File: config.mk
export PLATFORM = sky130hd
export DESIGN_NAME = dmem_bridge
export DESIGN_NICKNAME = d
export VERILOG_FILES = /design/src/rtl/dmem_bridge.sv
export SDC_FILE = /design/constraint.sdc
export NUM_CORES = 1
export LEC_CHECK = 0
export BUFFER_PORTS_ARGS = -buffer_cell sky130_fd_sc_hd__buf_2
export CAP_MARGIN = 25
export CELL_PAD_IN_SITES_DETAIL_PLACEMENT = 0
export CELL_PAD_IN_SITES_GLOBAL_PLACEMENT = 1
export CORE_ASPECT_RATIO = 1.5
export CORE_MARGIN = 3
export CORE_UTILIZATION = 35
export CTS_CLUSTER_DIAMETER = 120
export CTS_CLUSTER_SIZE = 28
export DETAILED_ROUTE_END_ITERATION = 8
export PLACE_DENSITY_LB_ADDON = 0.1
export SETUP_SLACK_MARGIN = 0.2
export SLEW_MARGIN = 5
export SYNTH_ARGS = -nofsm -noshare
export SYNTH_HDL_FRONTEND = slang
export SYNTH_SLANG_ARGS = --single-unit
File: constraint.sdc
create_clock -name clk -period 3.5 [get_ports clk]
set_clock_uncertainty 0.05 [all_clocks]
set_input_delay 0.35 -clock clk [delete_from_list [all_inputs] [get_ports clk]]
set_output_delay 0.35 -clock clk [all_outputs]
set_load 0.02 [all_outputs]
File: src/rtl/dmem_bridge.sv
// dmem_bridge: data-memory port to synchronous single-port word SRAM bridge.
// Turns a hold-until-ready core request into one SRAM cycle with byte enables
// and lane-replicated write data, adds WAIT_STATES latency cycles and answers
// with a one-cycle dmem_ready pulse. Misaligned/illegal accesses are answered
// with dmem_err and never reach the SRAM.
// Optional feature: define DMEM_MMIO_EN to add a console byte register at
// MMIO_ADDR (writes pulse console_valid, reads return 0, no SRAM access).
module dmem_bridge #(
    parameter int          DEPTH_LOG2  = 10,
    parameter int          WAIT_STATES = 0,
    parameter logic [31:0] MMIO_ADDR   = 32'hFFFF_FFF0
) (
    input  logic                  clk,
    input  logic                  reset,
    input  logic [31:0]           dmem_addr,
    input  logic                  dmem_r_enable,
    input  logic                  dmem_w_enable,
    input  logic [1:0]            dmem_w_size,
    input  logic [31:0]           dmem_w_data,
    output logic [31:0]           dmem_r_data,
    output logic                  dmem_ready,
    output logic                  dmem_err,
    output logic                  sram_en,
    output logic [3:0]            sram_we,
    output logic [DEPTH_LOG2-1:0] sram_addr,
    output logic [31:0]           sram_wdata,
    input  logic [31:0]           sram_rdata
`ifdef DMEM_MMIO_EN
   ,output logic [7:0]            console_data,
    output logic                  console_valid
`endif
);

    typedef enum logic [1:0] {IDLE, ACCESS, WAIT, RESP} state_t;

    localparam logic [3:0] WAIT_INIT = 4'(WAIT_STATES);

    state_t                state_q, state_d;
    logic [3:0]            cnt_q, cnt_d;
    logic                  isRead_q, isRead_d;
    logic [31:0]           rdata_q, rdata_d;
    logic                  ready_q, ready_d;
    logic                  err_q, err_d;
    logic                  en_q, en_d;
    logic [3:0]            we_q, we_d;
    logic [DEPTH_LOG2-1:0] addr_q, addr_d;
    logic [31:0]           wdata_q, wdata_d;
`ifdef DMEM_MMIO_EN
    logic [7:0]            consData_q, consData_d;
    logic                  consValid_q, consValid_d;
`endif

    logic        reqWrite;
    logic        reqRead;
    logic        illegal;
    logic [3:0]  laneWe;
    logic [31:0] laneWdata;
    logic        unusedBits;

    assign reqWrite = dmem_w_enable;
    assign reqRead  = dmem_r_enable & ~dmem_w_enable;

    // Only the word-address field reaches the SRAM; higher bits wrap away.
    assign unusedBits = ^{dmem_addr[31:DEPTH_LOG2+2], MMIO_ADDR};

    // Decode legality, byte enables and replicated write data for the request.
    always_comb begin
        illegal   = 1'b0;
        laneWe    = 4'b0000;
        laneWdata = 32'h0;
        if (reqWrite) begin
            case (dmem_w_size)
                2'b00: begin
                    laneWe    = 4'b0001 << dmem_addr[1:0];
                    laneWdata = {4{dmem_w_data[7:0]}};
                end
                2'b01: begin
                    illegal   = dmem_addr[0];
                    laneWe    = dmem_addr[1] ? 4'b1100 : 4'b0011;
                    laneWdata = {2{dmem_w_data[15:0]}};
                end
                2'b10: begin
                    illegal   = (dmem_addr[1:0] != 2'b00);
                    laneWe    = 4'b1111;
                    laneWdata = dmem_w_data;
                end
                default: illegal = 1'b1;
            endcase
        end else begin
            illegal = (dmem_addr[1:0] != 2'b00);
        end
    end

    // Next-state and registered-output logic of the access sequencer.
    always_comb begin
        state_d  = state_q;
        cnt_d    = cnt_q;
        isRead_d = isRead_q;
        rdata_d  = rdata_q;
        ready_d  = 1'b0;
        err_d    = 1'b0;
        en_d     = 1'b0;
        we_d     = 4'b0000;
        addr_d   = addr_q;
        wdata_d  = wdata_q;
`ifdef DMEM_MMIO_EN
        consData_d  = consData_q;
        consValid_d = 1'b0;
`endif
        case (state_q)
            IDLE: begin
                if (reqWrite || reqRead) begin
                    isRead_d = reqRead;
                    if (illegal) begin
                        state_d = RESP;
                        ready_d = 1'b1;
                        err_d   = 1'b1;
                    end
`ifdef DMEM_MMIO_EN
                    else if (dmem_addr == MMIO_ADDR) begin
                        state_d = RESP;
                        ready_d = 1'b1;
                        if (reqWrite) begin
                            consValid_d = 1'b1;
                            consData_d  = dmem_w_data[7:0];
                        end else begin
                            rdata_d = 32'h0;
                        end
                    end
`endif
                    else begin
                        state_d = ACCESS;
                        en_d    = 1'b1;
                        we_d    = laneWe;
                        addr_d  = dmem_addr[DEPTH_LOG2+1:2];
                        wdata_d = laneWdata;
                    end
                end
            end
            ACCESS: begin
                cnt_d   = WAIT_INIT;
                state_d = WAIT;
            end
            WAIT: begin
                if (cnt_q == 4'd0) begin
                    state_d = RESP;
                    ready_d = 1'b1;
                    if (isRead_q) begin
                        rdata_d = sram_rdata;
                    end
                end else begin
                    cnt_d = cnt_q - 4'd1;
                end
            end
            RESP: begin
                state_d = IDLE;
            end
            default: begin
                state_d = IDLE;
            end
        endcase
    end

    // State and output registers with synchronous reset.
    always_ff @(posedge clk) begin
        if (reset) begin
            state_q  <= IDLE;
            cnt_q    <= 4'd0;
            isRead_q <= 1'b0;
            rdata_q  <= 32'h0;
            ready_q  <= 1'b0;
            err_q    <= 1'b0;
            en_q     <= 1'b0;
            we_q     <= 4'b0000;
            addr_q   <= '0;
            wdata_q  <= 32'h0;
`ifdef DMEM_MMIO_EN
            consData_q  <= 8'h0;
            consValid_q <= 1'b0;
`endif
        end else begin
            state_q  <= state_d;
            cnt_q    <= cnt_d;
            isRead_q <= isRead_d;
            rdata_q  <= rdata_d;
            ready_q  <= ready_d;
            err_q    <= err_d;
            en_q     <= en_d;
            we_q     <= we_d;
            addr_q   <= addr_d;
            wdata_q  <= wdata_d;
`ifdef DMEM_MMIO_EN
            consData_q  <= consData_d;
            consValid_q <= consValid_d;
`endif
        end
    end

    assign dmem_r_data = rdata_q;
    assign dmem_ready  = ready_q;
    assign dmem_err    = err_q;
    assign sram_en     = en_q;
    assign sram_we     = we_q;
    assign sram_addr   = addr_q;
    assign sram_wdata  = wdata_q;
`ifdef DMEM_MMIO_EN
    assign console_data  = consData_q;
    assign console_valid = consValid_q;
`endif

endmodule

==> results of run 1 <==
## worst min-delay path by stage
stage | startpoint | end | slack, ns | cells after the start
after floorplan | cnt_q[2] | cnt_q[2] | 0.42 | 2
after global placement | dmem_r_data[6] | dmem_r_data[6] | 0.39 | 2
after detailed placement | sram_wdata[31] | sram_wdata[31] | 0.39 | 1
after CTS | sram_rdata[15] | dmem_r_data[15] | 0.19 | 3
after global routing | sram_rdata[7] | dmem_r_data[7] | 0.19 | 3
final | sram_rdata[15] | dmem_r_data[15] | 0.19 | 3
## where the power goes
group	switching (W)	internal (W)
sequential	0.0000394	0.00109
combinational	0.000438	0.000218
clock	0.000387	0.000660
total	0.000864	0.00196
## sequential cells by signal, indices dropped and copies added, names as in the netlist
| name | count |
|---|---|
| cnt_q | 4 |
| dmem_err | 1 |
| dmem_r_data | 32 |
| dmem_ready | 1 |
| isRead_q | 1 |
| sram_addr | 10 |
| sram_en | 1 |
| sram_wdata | 32 |
| sram_we | 4 |
| state_q | 2 |
## metrics by stage
stage,util,cells,setup WS (ns),power [W]
2_1_floorplan,-,421,1.938,0.001610
3_3_place_gp,0.4444,697,1.353,0.001805
3_5_place_dp,0.4444,697,1.307,0.001814
4_1_cts,0.4760,712,1.530,0.002868
5_1_grt,0.4760,712,1.380,0.002982
6_report,0.4760,712,1.554,0.002828
## layout make-up
class	count	area share
Sequential cell	88	0.3632
Timing Repair Buffer	170	0.1795
Inverter	7	0.005417
Clock buffer	12	0.05288
Multi-Input combinational cell	291	0.3492
Tap cell	141	0.03637
Clock inverter	3	0.01341
## critical path: cells and delay by family, from the launching register on
family / cells / cell delay (ns)
fa+ha+maj: 1 / 0.39
simple gates: 1 / 0.29
compound gates: 2 / 0.70
buf+inv: 1 / 0.07
flops: 1 / 0.36
## placed cells by master, fill, tap and decap left out, types with 6 or more instances in the layout
cell type,n
sky130_fd_sc_hd__a21oi_1,74
sky130_fd_sc_hd__nor2_1,16
sky130_fd_sc_hd__nand2_1,70
sky130_fd_sc_hd__inv_1,6
sky130_fd_sc_hd__nor3_1,6
sky130_fd_sc_hd__mux2i_1,9
sky130_fd_sc_hd__o21ai_0,28
sky130_fd_sc_hd__clkbuf_16,9
sky130_fd_sc_hd__buf_4,8
sky130_fd_sc_hd__buf_2,162
sky130_fd_sc_hd__nand3_1,11
sky130_fd_sc_hd__nand2b_1,10
sky130_fd_sc_hd__o2bb2ai_1,6
sky130_fd_sc_hd__o2bb2ai_2,10
sky130_fd_sc_hd__a22o_1,8
sky130_fd_sc_hd__nand4_1,16
sky130_fd_sc_hd__dfxtp_1,88
## kinds of logic (layout without fill, tap and decap cells)
group / count (synthesis) / count (layout)
buffers and inverters: 42 / 192
muxes: 10 / 10
adders and majority gates: 4 / 4
DFF: 88 / 88
AOI/OAI and AO/OA: 139 / 139
and+or+nand+nor: 137 / 137
xor gates and xnor gates: 1 / 1
## routing by layer
metal | routed length [um] | GRT usage | up-vias
met5 | 0 | 0 | -
met4 | 209 | 0.06291 | 0
met3 | 901 | 0.05270 | 11
met2 | 5189 | 0.2989 | 134
met1 | 4227 | 0.2037 | 1581
li1 | - | - | 1769
==> Implementation_results.wiki, run 1 <==
{| class="wikitable"
! Metric !! Value
|-
| Core area || 0.01019 mm^2
|-
| CP Cell Sequence || inv_1, ha_1, and2b_1, a21oi_4, o2bb2ai_1
|-
| Power per Cell Area || 583.0 mW/mm^2
|-
| Clock Pin Slew Worst Setup and Hold Paths || 0.06 ns
|-
| Most frequent cell after synthesis || sky130_fd_sc_hd__dfxtp_1
|-
| Highest cell delay on the worst timing path || 0.52 ns
|-
| Worst-path cell with the longest stage delay || sky130_fd_sc_hd__a21oi_4
|-
| Worst endpoint required time || 3.72 ns
|-
| Setup violations, final || 0
|-
| Hold crit path type || in -> reg
|-
| Post-synthesis simple-gate area fraction || 0.1729
|-
| Top area cells in the synthesized netlist || sky130_fd_sc_hd__dfxtp_1 (48%), sky130_fd_sc_hd__a21oi_1 (10%), sky130_fd_sc_hd__nand2_1 (7.1%), sky130_fd_sc_hd__o2bb2ai_2 (4.1%), sky130_fd_sc_hd__o21ai_0 (3.9%)
|-
| List of most frequent post-synthesis cells || sky130_fd_sc_hd__dfxtp_1 (88), sky130_fd_sc_hd__a21oi_1 (75), sky130_fd_sc_hd__nand2_1 (70), sky130_fd_sc_hd__o21ai_0 (29)
|-
| CTS root buf || sky130_fd_sc_hd__clkbuf_16
|-
| Remaining global-route overflow || 0
|-
| IO buf count || 162
|-
| Quantity of gates resized following cts || 0
|-
| Critical Path Source Type || register
|-
| First-iteration detailed-routing DRC count || 104
|-
| Largest fanout on the critical path || 17
|-
| Vias per std cell || 4.909
|-
| Normalized max-slew margin || 0.4017
|-
| Number of distinct standard cells referenced by the synthesized netlist || 40
|-
| Net Count, Synth || 527
|-
| Largest net degree at the start of global routing || 41
|-
| Share of synthesized area occupied by flip-flops and latches || 0.4792
|-
| Number of fill cells || 1060
|-
| Total half-perimeter wirelength after legalization and detailed placement || 7651 um
|-
| Post-Syn Instances || 421
|-
| Number of detailed-routing iterations run before antenna repair || 4
|-
| Area of the multi-input gates || 0.001694 mm^2
|-
| Gp weighted congestion || 0.7135
|-
| Count of synthesis-stage warnings from yosys || 0
|-
| Clk buf depth || 2
|-
| Worst R2R Start || state_q[0]
|-
| Total placed instance area || 0.004529 mm^2
|-
| Library cell occupying the most area in the post-synthesis netlist || sky130_fd_sc_hd__dfxtp_1
|-
| Hold violation total from the final report || 0
|-
| Crit path DAT || 2.16 ns
|-
| Post-synth top area share || 0.4792
|-
| Post-CTS Setup Bufs || 0
|-
| Actual transition at the worst max-transition pin || 0.8934 ns
|-
| Period Utilization, post-route || 0.5561
|-
| Diode count || 0
|-
| Largest vdd supply drop || 236.7 uV
|-
| Clk sinks || 88
|-
| Crit path time final || 1.946 ns
|-
| Startpoint of the worst setup timing path || state_q[0]
|-
| Number of antenna violations at the first check in global routing || 0
|-
| Endpoint of the worst-slack reg-to-reg timing path || sram_wdata[10]
|-
| Total number of placement rows || 45
|-
| Die extent in y || 131.5 um
|-
| Cell area after technology mapping || 0.003676 mm^2
|-
| GRT Resource Usage Total || 0.1763
|-
| Result of the run || finished clean
|-
| H-tree depth || 3
|-
| Mux share of post-synthesis cell area || 0.02757
|-
| Worst Setup End Kind || register
|-
| Tightest hold margin || 0.1913 ns
|-
| Starting Density || 0.3607
|-
| Adder-Cell Fraction of Synth Area || 0.01361
|-
| Register-to-register path setup slack || 1.55 ns
|-
| CTS tree || built
|-
| Clock latency at the later pin of the worst-skew pair || 0.34 ns
|-
| Count of unresolved DRC violations after routing || 0
|-
| Setup TNS Final || 0 ns
|-
| Number of antenna-violating nets in the routed design || 0
|-
| Count of cells along the worst register-to-register path || 5
|-
| Synthesized-area fraction occupied by xor and xnor cells || 0.002383
|-
| Die outline area || 0.01179 mm^2
|-
| Final non-filler cell area || 0.004851 mm^2
|-
| Via count of the routed design || 3495
|-
| Worst Setup EP || sram_wdata[10]
|-
| Number of flops mapped to enable cells by yosys || 0
|-
| Area used by sequential logic in the layout || 0.001762 mm^2
|-
| Mean cell area of the mapped netlist || 8.732 um^2
|-
| CP Class || reg -> reg
|-
| Number of buffers created by CTS || 9
|-
| Number of synthesized register bits || 88
|-
| Post-CTS Hold Buffers || 0
|-
| Max Freq || 513.7 MHz
|-
| Die outline width || 89.68 um
|-
| Final number of max-transition violations || 0
|-
| Post-synth ARST share || 0
|-
| RSZ-0062 raised after global routing || no
|-
| Area added between synthesis and finish || 31.96%
|-
| Via count of the first global-routing pass || 3290
|-
| Routed wire length || 10530 um
|-
| Top flip-flop cell by instance count after synthesis || sky130_fd_sc_hd__dfxtp_1
|-
| Combinational family with the most area after synthesis || compound AO/OA/AOI/OAI gates
|-
| LEAKAGE || 2.136 nW
|-
| Compound-Gate Fraction of Synth Area || 0.2434
|-
| Max_cap viols || 0
|-
| Global-route wire length before repair || 16330 um
|-
| Share of layout cells above drive strength 1 || 0.3520
|-
| Net count of the finished layout || 673
|-
| WL per Instance || 14.79 um
|-
| Boundary pin count || 183
|}
No activity file was read; power rests on OpenSTA's default activity.
==> inputs of run 2 (changes only) <==
- CORE_UTILIZATION: 35 -> 32
- clock period: 3.5 -> 1.9 ns (I/O delays scaled with it)
==> run 2 against run 1 <==
- first-iteration DRC count grew 1.9%
- combinational power grew 120%
- sequential share of layout area decreased by 1.3 points
- via count grew 1.1%
- utilization fell by 2.3 points
- global-route usage is 0.74 points lower
- hold slack worse by 0.16 ns
- sequential cell count stayed put
==> Implementation_results.wiki, run 2 (same netlist as run 1, synthesis figures left out) <==
{| class="wikitable"
! Metric !! Value
|-
| Result of the run || finished clean
|-
| Number of antenna-violating nets in the routed design || 0
|-
| Crit path DAT || 1.80 ns
|-
| Met1 demand-to-capacity share in global routing || 0.1905
|-
| Post-Place Worst Slack || 0.1544 ns
|-
| Max_cap viols || 0
|-
| Worst R2R Start || state_q[0]
|-
| Hold crit path type || in -> reg
|-
| Count of cells along the worst register-to-register path || 8
|-
| Endpoint of the worst-slack reg-to-reg timing path || sram_addr[8]
|-
| H-tree depth || 3
|-
| Final number of max-transition violations || 0
|-
| CP Buf/Inv Count || 4
|-
| Routed wire length || 11200 um
|-
| Largest vdd supply drop || 431.5 uV
|-
| Number of antenna violations at the first check in global routing || 0
|-
| Total half-perimeter wirelength after legalization and detailed placement || 8101 um
|-
| Largest net degree at the start of global routing || 53
|-
| Vias per std cell || 4.836
|-
| Clock latency at the later pin of the worst-skew pair || 0.33 ns
|-
| Setup violations, final || 0
|-
| Largest fanout on the critical path || 6
|-
| Number of fill cells || 1145
|-
| Worst Setup End Kind || register
|-
| Die outline width || 93.51 um
|-
| Commonest cells after routing, fill and taps aside || sky130_fd_sc_hd__buf_2 (163), sky130_fd_sc_hd__dfxtp_1 (85), sky130_fd_sc_hd__a21oi_1 (74)
|-
| Die outline area || 0.01284 mm^2
|-
| Normalized max-slew margin || 0.5818
|-
| RSZ-0062 raised after global routing || no
|-
| Diode count || 0
|-
| Highest cell delay on the worst timing path || 0.37 ns
|-
| Hold-critical path endpoint || dmem_r_data[29]
|-
| Hold violation total from the final report || 0
|-
| Area added between synthesis and finish || 37.00%
|-
| Most used routing layer in global routing || met2
|-
| Remaining global-route overflow || 0
|-
| Count of unresolved DRC violations after routing || 0
|-
| Setup TNS Final || 0 ns
|-
| Share of layout cells above drive strength 1 || 0.3836
|-
| Actual transition at the worst max-transition pin || 0.6246 ns
|-
| LEAKAGE || 2.211 nW
|-
| Core area || 0.01111 mm^2
|-
| GRT Resource Usage Total || 0.1689
|-
| Hold Path Cell Cnt || 3
|-
| Via count of the first global-routing pass || 3432
|-
| Total number of placement rows || 47
|-
| Met3 Use GR || 0.03661
|-
| Number of detailed-routing iterations run before antenna repair || 5
|-
| Via count of the routed design || 3535
|-
| Clk sinks || 88
|-
| Gp weighted congestion || 0.7096
|-
| CP Cell Sequence || inv_2, ha_4, buf_4, o21ai_2, buf_6, buf_2, o21ai_0, a21oi_1
|-
| Register-to-register path setup slack || 0.31 ns
|-
| Final WS setup || 0.3150 ns
|-
| Global Route met2 Usage || 0.3020
|-
| Critical Path Source Type || register
|-
| Boundary pin count || 183
|-
| WL per Instance || 15.33 um
|-
| Number of buffers created by CTS || 9
|-
| Net count of the finished layout || 685
|-
| Crit path time final || 1.585 ns
|-
| Max Freq || 630.9 MHz
|-
| CTS root buf || sky130_fd_sc_hd__clkbuf_16
|-
| Starting Density || 0.3307
|-
| CTS tree || built
|-
| IO buf count || 162
|-
| Top cell family by delay on the critical path || buffers and inverters
|-
| Most common cell after layout, fill and taps aside || sky130_fd_sc_hd__buf_2
|-
| Beginning of the worst hold path || sram_rdata[29]
|-
| Die extent in y || 137.3 um
|-
| Global-route wire length before repair || 16940 um
|-
| Clock Pin Slew Worst Setup and Hold Paths || 0.06 ns
|-
| Period Utilization, post-route || 0.8342
|-
| Power per Cell Area || 1053 mW/mm^2
|-
| Worst-path cell with the longest stage delay || sky130_fd_sc_hd__dfxtp_1
|-
| First-iteration detailed-routing DRC count || 106
|-
| Clk buf depth || 2
|-
| CP Class || reg -> reg
|-
| Worst endpoint required time || 2.11 ns
|}
[run 2: changes by cell type in the layout (fill, tap and decap cells not counted), moves of 3 or more]
cell | before | now
sky130_fd_sc_hd__buf_12 | 0 | 4
sky130_fd_sc_hd__buf_4 | 8 | 12
sky130_fd_sc_hd__dfxtp_1 | 88 | 85
sky130_fd_sc_hd__dfxtp_2 | 0 | 3
[run 2: worst max-delay path by stage]
| stage | startpoint | endpoint | cells past startpoint |
|---|---|---|---|
| 4_1_cts | state_q[1] | sram_wdata[24] | 6 |
| 3_5_place_dp | state_q[0] | sram_wdata[9] | 5 |
| 6_report | state_q[0] | sram_addr[8] | 8 |
| 2_1_floorplan | state_q[0] | dmem_ready | 8 |
| 3_3_place_gp | state_q[0] | sram_wdata[8] | 5 |
| 5_1_grt | state_q[0] | sram_addr[8] | 8 |
[run 2: power by group]
| group | internal (W) | switching, W |
|---|---|---|
| clock | 0.00105 | 0.000714 |
| combinational | 0.000567 | 0.000886 |
| sequential | 0.00200 | 0.0000804 |
[run 2: tightest hold or removal path: cells and delay by family]
family          cells  cell delay (ns)
buf+inv             1             0.09
compound gates      1             0.05
simple gates        1             0.04
[run 2: area by class of cell]
type,count,area [um^2],share of cell area
multi-input combinational,291,1728,0.3431
tap,147,183.9,0.03652
inverter,7,26.28,0.005217
timing repair buffer,182,1033,0.2052
sequential,88,1765,0.3506
clock buffer,11,242.7,0.04820
clock inverter,5,56.30,0.01118
[run 2: metal layers]
metal / routed length (um) / vias up
met5: 0 / -
met4: 224 / 0
met3: 734 / 13
met2: 5822 / 124
met1: 4422 / 1603
li1: - / 1795
[run 2: what timing repair did]
action | CTS | global route
resized for setup | 1 | 16
pin swaps | 1 | 0
cloned | 0 | 2
endpoints found under the setup margin | 24 | 72
hold buffers | 0 | 0
setup buffers | 1 | 2
[run 2: per-stage QoR]
step	instances	hold slack, ns	cell area, um^2	power [W]	utilization
after global routing	731	0.02873	5036	0.005635	0.4531
after global placement	710	0.3817	4627	0.003389	0.4163
after CTS	727	0.02421	4949	0.005228	0.4452
after detailed placement	710	0.3858	4627	0.003413	0.4163
after floorplan	421	0.2760	3676	0.002965	-
final	731	0.03523	5036	0.005304	0.4531
==> inputs of run 3 (changes only) <==
- clock period: 1.9 -> 1.63 ns (I/O delays scaled with it)
==> run 3 against run 2 <==
- global-route usage rose by 1.2 points
- clock power rose by 13%
- sequential cell count did not move
- hold slack got worse by 0.019 ns
- register-to-register slack got worse by 0.20 ns
- critical path type unchanged
- critical endpoint is now dmem_r_data[22]
- largest power group unchanged
- highest routed layer unchanged
==> Implementation_results.wiki, run 3 (same netlist as run 1, synthesis figures left out) <==
{| class="wikitable"
! Metric !! Value
|-
| Boundary pin count || 183
|-
| IO buf count || 162
|-
| Global-route wire length before repair || 17970 um
|-
| Clock latency at the later pin of the worst-skew pair || 0.34 ns
|-
| H-tree depth || 3
|-
| Hold crit path type || in -> reg
|-
| CTS root buf || sky130_fd_sc_hd__clkbuf_16
|-
| Crit path time final || 1.517 ns
|-
| Normalized max-slew margin || 0.6346
|-
| Final number of max-transition violations || 0
|-
| Period Utilization, post-route || 0.9307
|-
| Power per Cell Area || 1183 mW/mm^2
|-
| Number of buffers created by CTS || 9
|-
| Max Freq || 659.1 MHz
|-
| Count of unresolved DRC violations after routing || 0
|-
| Remaining global-route overflow || 0
|-
| Commonest cells after routing, fill and taps aside || sky130_fd_sc_hd__buf_2 (162), sky130_fd_sc_hd__dfxtp_1 (84), sky130_fd_sc_hd__a21oi_1 (66)
|-
| Starting Density || 0.3307
|-
| Result of the run || finished clean
|-
| Area added between synthesis and finish || 50.75%
|-
| CTS tree || built
|-
| Total half-perimeter wirelength after legalization and detailed placement || 8152 um
|-
| Diode count || 0
|-
| Worst endpoint required time || 1.85 ns
|-
| Routed wire length || 12280 um
|-
| Post-CTS Hold Buffers || 0
|-
| LEAKAGE || 2.441 nW
|-
| Die extent in y || 137.3 um
|-
| Via count of the routed design || 3719
|-
| Clk buf depth || 2
|-
| CP Class || reg -> reg
|-
| Share of layout cells above drive strength 1 || 0.4624
|-
| Total placed instance area || 0.004777 mm^2
|-
| Max_cap viols || 0
|-
| Die outline area || 0.01284 mm^2
|-
| Crit path DAT || 1.74 ns
|-
| Largest fanout on the critical path || 8
|-
| Number of antenna-violating nets in the routed design || 0
|-
| WL per Instance || 16.18 um
|-
| Via count of the first global-routing pass || 3552
|-
| RSZ-0062 raised after global routing || yes
|-
| Clk sinks || 88
|-
| Total number of placement rows || 47
|-
| Final non-filler cell area || 0.005542 mm^2
|-
| Area used by sequential logic in the layout || 0.001767 mm^2
|-
| Core area || 0.01111 mm^2
|-
| Number of detailed-routing iterations run before antenna repair || 4
|-
| Most common cell after layout, fill and taps aside || sky130_fd_sc_hd__buf_2
|-
| Vias per std cell || 4.900
|-
| Net count of the finished layout || 714
|-
| Post-Place Worst Slack || -0.04534 ns
|-
| Area of the multi-input gates || 0.001854 mm^2
|-
| Tightest hold margin || 0.01593 ns
|-
| Largest vdd supply drop || 597.0 uV
|-
| Setup violations, final || 0
|-
| Clock Pin Slew Worst Setup and Hold Paths || 0.06 ns
|-
| Die outline width || 93.51 um
|-
| Actual transition at the worst max-transition pin || 0.5468 ns
|-
| Largest net degree at the start of global routing || 71
|-
| Final WS setup || 0.1129 ns
|-
| Gp weighted congestion || 0.7178
|-
| Worst Setup End Kind || register
|-
| First-iteration detailed-routing DRC count || 102
|-
| Critical Path Source Type || register
|-
| Number of antenna violations at the first check in global routing || 0
|-
| GRT Resource Usage Total || 0.1814
|-
| Hold violation total from the final report || 0
|-
| Number of fill cells || 1094
|}
run 3: changes by cell type in the layout (fill, tap and decap cells not counted), moves of 2 or more:
cell	change
sky130_fd_sc_hd__o21ai_1	+7
sky130_fd_sc_hd__nand2_1	-17
sky130_fd_sc_hd__inv_1	-2
sky130_fd_sc_hd__a21oi_1	-8
sky130_fd_sc_hd__a21oi_2	+7
sky130_fd_sc_hd__buf_8	+2
sky130_fd_sc_hd__o21ai_0	-8
sky130_fd_sc_hd__buf_12	+3
sky130_fd_sc_hd__inv_4	+2
sky130_fd_sc_hd__nand2_2	+16
sky130_fd_sc_hd__clkbuf_1	+2
sky130_fd_sc_hd__buf_16	+5
sky130_fd_sc_hd__buf_4	+17
run 3: path summary, 6_finish.rpt:
kind,slack [ns],endpoint,depth (start not counted),startpoint
worst max-delay path,0.11,dmem_r_data[22],8,state_q[0]
worst min-delay path,0.02,dmem_r_data[18],3,sram_rdata[18]
worst max register to register,0.11,dmem_r_data[22],8,state_q[0]
worst min register to register,0.40,dmem_r_data[14],2,dmem_r_data[14]
run 3: where the power goes:
group          switching (W)  internal, W  total (W)
registers           0.000106      0.00234    0.00244
logic                0.00115     0.000955    0.00211
clock network       0.000822      0.00118    0.00200
total                0.00208      0.00447    0.00656
run 3: through the flow:
step	power [W]	TNS, ns	utilization	std cells
6_report	0.006556	0	0.4986	759
4_1_cts	0.006448	0	0.4820	750
5_1_grt	0.006917	0	0.4986	759
3_5_place_dp	0.004114	-0.2617	0.4298	719
3_3_place_gp	0.004085	0	0.4298	719
2_1_floorplan	0.003585	0	-	421
run 3: what timing repair did:
item / CTS / global route
hold endpoints to repair: 0 / 0
gates cloned: 6 / 3
resized for setup: 25 / 28
buffers inserted: 10 / 6
endpoints found under the setup margin: 61 / 70
pin swaps: 5 / 12
run 3: layer usage:
layer | vias up | part of all wire | track usage
met5 | - | 0 | 0
met4 | 0 | 0.015 | 0.06846
met3 | 11 | 0.069 | 0.04973
met2 | 120 | 0.54 | 0.3351
met1 | 1722 | 0.38 | 0.1939
li1 | 1866 | - | -
run 3: cell type report:
class | count | area share
Clock buffer | 12 | 0.04267
Clock inverter | 3 | 0.007902
Inverter | 7 | 0.005645
Multi-Input combinational cell | 291 | 0.3346
Sequential cell | 88 | 0.3188
Tap cell | 147 | 0.03319
Timing Repair Buffer | 211 | 0.2572
run 3: worst max-delay path, stage by stage, from the launching register on:
cell,delay (ns)
sky130_fd_sc_hd__dfxtp_2,0.35
sky130_fd_sc_hd__inv_4,0.05
sky130_fd_sc_hd__ha_4,0.15
sky130_fd_sc_hd__and4bb_2,0.23
sky130_fd_sc_hd__buf_4,0.16
sky130_fd_sc_hd__nand2_8,0.12
sky130_fd_sc_hd__clkbuf_16,0.17
sky130_fd_sc_hd__nand2_1,0.07
sky130_fd_sc_hd__a21oi_2,0.12
